===== config.mk =====
export PLATFORM = sky130hd
export DESIGN_NAME = boot_loader
export DESIGN_NICKNAME = d
export VERILOG_FILES = /design/src/rtl/boot_loader.sv
export SDC_FILE = /design/constraint.sdc
export NUM_CORES = 1
export LEC_CHECK = 0
export ABC_CLOCK_PERIOD_IN_PS = 3100
export BUFFER_PORTS_ARGS = -buffer_cell sky130_fd_sc_hd__buf_2
export CORE_MARGIN = 10
export CORE_UTILIZATION = 49
export DETAILED_ROUTE_END_ITERATION = 8
export GPL_TIMING_DRIVEN = 0
export PLACE_DENSITY = 0.75
export SYNTH_ARGS = -nofsm -noshare
export SYNTH_HDL_FRONTEND = slang
export SYNTH_SLANG_ARGS = --single-unit

===== constraint.sdc =====
create_clock -name clk -period 3.1 [get_ports clk]
set_input_delay 0.62 -clock clk [delete_from_list [all_inputs] [get_ports clk]]
set_output_delay 0.62 -clock clk [all_outputs]
set_load 0.02 [all_outputs]

===== src/rtl/boot_loader.sv =====
// Byte-stream boot loader: packs LE words into instruction memory, then releases the core reset.
// Optional trailing XOR checksum byte enabled by defining BOOT_CHECKSUM_EN.
module boot_loader #(
  parameter int unsigned DEPTH   = 1024,
  parameter int unsigned ADDR_W  = $clog2(DEPTH),
  parameter int unsigned TIMEOUT = 65535
) (
  input  logic              clk,
  input  logic              rst,
  input  logic              in_valid,
  input  logic [7:0]        in_data,
  output logic              in_ready,
  output logic              imem_wr_en,
  output logic [ADDR_W-1:0] imem_wr_addr,
  output logic [31:0]       imem_wr_data,
  output logic              cpu_rst_n,
  output logic              done,
  output logic              error,
  output logic [ADDR_W:0]   words_loaded
);

  localparam int unsigned CNT_W = ADDR_W + 1;
  localparam int unsigned TO_W  = (TIMEOUT < 2) ? 1 : $clog2(TIMEOUT + 1);
`ifdef BOOT_CHECKSUM_EN
  localparam bit CSUM_EN = 1'b1;
`else
  localparam bit CSUM_EN = 1'b0;
`endif

  typedef enum logic [2:0] {S_LEN, S_DATA, S_CSUM, S_RUN, S_ERR} state_t;

  state_t            state_q;
  logic [1:0]        byte_cnt_q;
  logic [23:0]       word_q;
  logic [CNT_W-1:0]  n_q;
  logic [CNT_W-1:0]  words_q;
  logic [TO_W-1:0]   idle_q;
  logic              started_q;
  logic [7:0]        csum_q;
  logic              ready_q;
  logic              wr_en_q;
  logic [ADDR_W-1:0] wr_addr_q;
  logic [31:0]       wr_data_q;
  logic              cpu_rst_n_q;
  logic              done_q;
  logic              error_q;

  logic        hs;
  logic        idle_en;
  logic        last_lane;
  logic [31:0] full_word;

  assign hs        = in_valid & ready_q;
  assign last_lane = (byte_cnt_q == 2'd3);
  assign full_word = {in_data, word_q};
  assign idle_en   = ((state_q == S_LEN) && started_q) ||
                     (state_q == S_DATA) || (state_q == S_CSUM);

  always_ff @(posedge clk) begin
    if (rst) begin
      state_q     <= S_LEN;
      byte_cnt_q  <= 2'd0;
      word_q      <= '0;
      n_q         <= '0;
      words_q     <= '0;
      idle_q      <= '0;
      started_q   <= 1'b0;
      csum_q      <= 8'd0;
      ready_q     <= 1'b1;
      wr_en_q     <= 1'b0;
      wr_addr_q   <= '0;
      wr_data_q   <= 32'd0;
      cpu_rst_n_q <= 1'b0;
      done_q      <= 1'b0;
      error_q     <= 1'b0;
    end else begin
      wr_en_q <= 1'b0;

      // Byte lane packing and idle tracking common to every accepting state
      if (hs) begin
        idle_q     <= '0;
        byte_cnt_q <= byte_cnt_q + 2'd1;
        case (byte_cnt_q)
          2'd0:    word_q[7:0]   <= in_data;
          2'd1:    word_q[15:8]  <= in_data;
          2'd2:    word_q[23:16] <= in_data;
          default: ;
        endcase
      end else if (idle_en && (TIMEOUT != 0)) begin
        if (32'(idle_q) + 32'd1 >= TIMEOUT) begin
          state_q <= S_ERR;
          ready_q <= 1'b0;
          error_q <= 1'b1;
        end else begin
          idle_q <= idle_q + TO_W'(1);
        end
      end

      case (state_q)
        S_LEN: begin
          if (hs) begin
            started_q <= 1'b1;
            if (last_lane) begin
              if (full_word > 32'(DEPTH)) begin
                state_q <= S_ERR;
                ready_q <= 1'b0;
                error_q <= 1'b1;
              end else if (full_word == 32'd0) begin
                if (CSUM_EN) begin
                  state_q <= S_CSUM;
                end else begin
                  state_q <= S_RUN;
                  ready_q <= 1'b0;
                end
              end else begin
                n_q     <= CNT_W'(full_word);
                state_q <= S_DATA;
              end
            end
          end
        end
        S_DATA: begin
          if (hs) begin
            csum_q <= csum_q ^ in_data;
            if (last_lane) begin
              wr_en_q   <= 1'b1;
              wr_addr_q <= words_q[ADDR_W-1:0];
              wr_data_q <= full_word;
              words_q   <= words_q + CNT_W'(1);
              if (words_q + CNT_W'(1) == n_q) begin
                if (CSUM_EN) begin
                  state_q <= S_CSUM;
                end else begin
                  state_q <= S_RUN;
                  ready_q <= 1'b0;
                end
              end
            end
          end
        end
        S_CSUM: begin
          if (hs) begin
            ready_q <= 1'b0;
            if (in_data == csum_q) begin
              state_q <= S_RUN;
            end else begin
              state_q <= S_ERR;
              error_q <= 1'b1;
            end
          end
        end
        S_RUN: begin
          done_q      <= 1'b1;
          cpu_rst_n_q <= 1'b1;
        end
        default: begin
          error_q <= 1'b1;
        end
      endcase
    end
  end

  assign in_ready     = ready_q;
  assign imem_wr_en   = wr_en_q;
  assign imem_wr_addr = wr_addr_q;
  assign imem_wr_data = wr_data_q;
  assign cpu_rst_n    = cpu_rst_n_q;
  assign done         = done_q;
  assign error        = error_q;
  assign words_loaded = words_q;

endmodule

-- Word-level counts from Yosys, hierarchy flattened
Cells that the tools add are included.
- flip-flop bits (word level): 122
- logic and storage cells: 89
- output and inout bits: 58
- magnitude comparators: 2
- multiplexer cells: 35
- equality and inequality tests: 8
- reductions and logical operators: 17
- bitwise logic cells: 7
- $add $sub $neg: 4
- operators with widths (cell ; number):
    $mux 3 ; 11
    $gt 32x11->1 const B ; 1
    $logic_not 32->1 ; 1
    $mux 1 ; 20
    $add 16x1->17 const B ; 1
    $ge 17x16->1 const B ; 1
    $add 16x1->16 const B ; 1
    $reduce_and 2->1 ; 6
    $add 11x1->11 const B ; 1
    $eq 11x11->1 ; 1
    $pmux 3 s3 ; 1
    $eq 8x8->1 ; 1
    $xor 8x8->8 ; 1
    $eq 3x2->1 const B ; 2
    $pmux 1 s3 ; 2
    $not 1->1 ; 5
    $reduce_and 5->1 ; 1
    $eq 2x2->1 const B ; 2
    $reduce_or 2->1 ; 2
    $eq 3x1->1 const B ; 1
    $logic_not 3->1 ; 1
    $reduce_and 3->1 ; 1
    $reduce_or 3->1 ; 1
    $add 2x1->2 const B ; 1
    6 further kinds ; 7

-- Longest topological paths before layout
- depth after elaboration: 11
- mapped depth: 9
- depth with buffers taken out: 8

-- Least setup slack after synthesis
Ideal clock, no wire load.
- path type: register to register
- start: reg words_q[0], in the netlist words_loaded[0]
- end: reg ready_q, in the netlist in_ready
- setup slack: 0.643 ns
- path buffers: 0
- setup time: 0.116 ns
- data arrival time: 2.341 ns
- data required time: 2.984 ns
- period minus slack after synthesis: 2.457 ns
- stages on the path, launching flop included: 8
- cell sequence: dfxtp_1 > ha_1 > nand3_4 > or4_1 > o211ai_1 > a21oi_1 > or4_4 > a41o_1
- cells in the longest elaborated chain, start to end: 6
- ends and longest elaborated chain (what ; RTL line ; source):
    from (decl) ; 36 ; logic [CNT_W-1:0] words_q;
    from (signal assigned) ; 129 ; words_q <= words_q + CNT_W'(1);
    $add 11x1->11 ; 130 ; if (words_q + CNT_W'(1) == n_q) begin
    $eq 11x11->1 ; 130 ;
    $mux 1 ; 130 ;
    $mux 1 ; 125 ; if (last_lane) begin
    $mux 1 ; 123 ; if (hs) begin
    $pmux 1 s3 ; 99 ; case (state_q)
    to (signal assigned) ; 106 ; ready_q <= 1'b0;
    to (signal assigned) ; 135 ; ready_q <= 1'b0;
    to (signal assigned) ; 143 ; ready_q <= 1'b0;
    to (decl) ; 40 ; logic ready_q;
No other way between the ends.
A chain may end at the register's enable or synchronous reset.

-- Worst setup path in the final report
Same ends and word-level chain as after synthesis.

==> reports/qor.csv <==
metric,value,unit
status,"finished, final reports clean",
grt_use_total,17.41,%
drt_first_pass_iters,5,
overflow,0,
netlist.area_leader.share,44.04,%
antenna_left,0,
cts_setup_buffers,0,
cts_sinks,122,
final_common_cell,nand2_1,
cts-htree-levels,4,
critPathSlowestCell,or4_4,
multi_input_area,2850,um2
holdWs,0.4496,ns
grt_setup_unrepaired,no,
fillers,988,
io_buffers,61,
cp.arrival,2.84,ns
synth-edff-count,0,
fp.dieW,126.4,um
grt_pass1_vias,4695,
end_kind,flop,
slew_violations,0,
fin_skew,0.008844,ns
postCtsHoldBufs,0,
cpPeakStageDelay,0.55,ns
cts_resized,0,
ys_types,58,
via_count,4958,
synthTopCellsByArea,"dfxtp_1 (44%), nand2_1 (10%), a21oi_1 (7.6%)",
path_class,reg -> reg,
yosysTopAreaCell,dfxtp_1,
hold_violations,0,
worst_slew_pin_slew,0.8663,ns
synthArstFlopShare,0,%
grt_pass1_wl,23010,um
cts_buffers,17,
drc,0,
fmax,395.2,MHz
drt_iter0_markers,293,
power.density,551.3,nW/um2
period_needed,2.531,ns
path_clk_slew,0.06,ns
vdd_ir_drop_max,0.3429,mV
max_slew_margin,41.75,%
cp-start-kind,flop,
netlist_area,5545,um2
yosysSeqAreaShare,44.04,%
cp.required,3.41,ns
place_congestion,0.8769,
final_cell_mix,"nand2_1 (152), dfxtp_1 (122), a21oi_1 (84), buf_2 (68), nor2_1 (59)",
cp_num_buf_inv,0,
core_region_area,10980,um2
wl_per_cell,15.24,um
pin_count,69,
seqCellArea,2442,um2
synth_fp_nets,707,
antenna_cells,0,
start_util,50.49,%
syn_inst,689,
critical-path-top-delay-family,simple AND/OR/NAND/NOR gates,
drv_cap,0,
insertion_delay,0.42,ns
grt_max_degree,17,
routed_wl,14060,um
critical_path.cell_chain,"ha_1, nand3_4, or4_1, o211ai_1, a21oi_1, or4_4, a41o_1",
ys_seq_elements,122,
antenna_found_initial,0,
die_h,126.4,um
hold_path_class,reg -> reg,
leakage,2.563,nW
die_area,15970,um2
cts_root_buf,clkbuf_16,
synth_ff_type,dfxtp_1,
synth.avg_cell_area,8.048,um2
cp_max_fo,10,
rows,38,
setup_ws,0.5694,ns
synthToLayoutAreaGrowth,18.91,%
finalCritPeriodShare,81.63,%
finalSetupViolations,0,
yosysWarningCount,0,
clockBufferDepth,2,
drive_above_1_share,14.83,%
vias_per_cell,5.377,
fin_setup_tns,0,ns
dp_hpwl,10220,um
preCtsSetupSlack,0.4179,ns
cts_tree,built,
fin_nets,787,
## area by class of cell
type,count,share of cell area (%)
well taps,140,2.657
clock buffers,17,6.452
inverters,10,0.5693
plain buffers,50,3.264
clock inverters,15,2.163
repair buffers,61,4.630
multi-input cells,507,43.23
flip-flops and latches,122,37.04
## worst reg2reg max path, delay by kind of cell, from the launching register on
kind	cells	cell delay, ns
compound gates	3	0.44
fa+ha+maj	1	0.33
flops	1	0.52
simple gates	3	1.14
## report_power, final
part           leakage, nW  internal (mW)  switching, mW
Sequential           0.985           1.59         0.0244
Combinational         1.31         0.0460          0.115
Clock                0.268           1.11          0.749
Total                 2.56           2.75          0.888
## sequential cells by signal, indices dropped and copies added, names as in the netlist
signal        count
in_ready          1
done              1
state_q           3
csum_q            8
error             1
n_q              11
imem_wr_en        1
byte_cnt_q        2
imem_wr_addr     10
words_loaded     11
word_q           24
idle_q           16
imem_wr_data     32
started_q         1
## path summary, 6_finish.rpt
check	from	to	slack (ns)	depth (start not counted)
setup / recovery	words_loaded[0]$_SDFFE_PP0P_	in_ready$_SDFF_PP1_	0.57	7
hold reg to reg	imem_wr_data[30]$_SDFFE_PP0P_	imem_wr_data[30]$_SDFFE_PP0P_	0.45	2
hold / removal	imem_wr_data[30]$_SDFFE_PP0P_	imem_wr_data[30]$_SDFFE_PP0P_	0.45	2
setup reg to reg	words_loaded[0]$_SDFFE_PP0P_	in_ready$_SDFF_PP1_	0.57	7
## cell usage after synthesis, types with 4 or more instances
master	count
a21oi_1	84
and2_1	6
clkbuf_1	36
nand4_1	13
ha_1	7
mux2i_1	12
xor2_1	35
and4_1	4
nor4_1	13
nor2_1	59
nor3_1	9
buf_4	5
xnor2_1	23
and3_1	5
inv_1	9
buf_2	7
o21ai_0	6
nand3_1	33
nand2_1	152
dfxtp_1	122
a31oi_1	4
## kinds of logic (layout without fill, tap and decap cells)
group,after synthesis,count (layout),share of synthesized area [%]
multiplexers,13,13,2.369
XOR/XNOR,58,58,9.161
adder cells (fa/ha/maj),7,7,1.579
buffers and inverters,60,153,4.558
AO/OA/AOI/OAI,115,115,12.12
AND/OR/NAND/NOR,314,314,26.17
flip-flops,122,122,44.04
## metrics by stage
step | instances | instance area [um2] | total power [mW] | utilization, %
CTS | 922 | 6594 | 3.659 | 60.04
detailed placement | 890 | 6026 | 1.804 | 54.86
floorplan | 689 | 5545 | 1.753 | -
global placement | 890 | 6026 | 1.800 | 54.86
global route | 922 | 6594 | 3.745 | 60.04
finish | 922 | 6594 | 3.635 | 60.04
## routing by layer
layer  GRT usage (%)  share of wire [%]  vias to the layer above
met4           7.368                1.6                        0
met3           5.331                6.4                       21
met1           19.75                 42                     2283
met5               0                  0                        -
met2           29.65                 50                      138
li1                -                  -                     2516
Power figures use the tool's default switching activity.
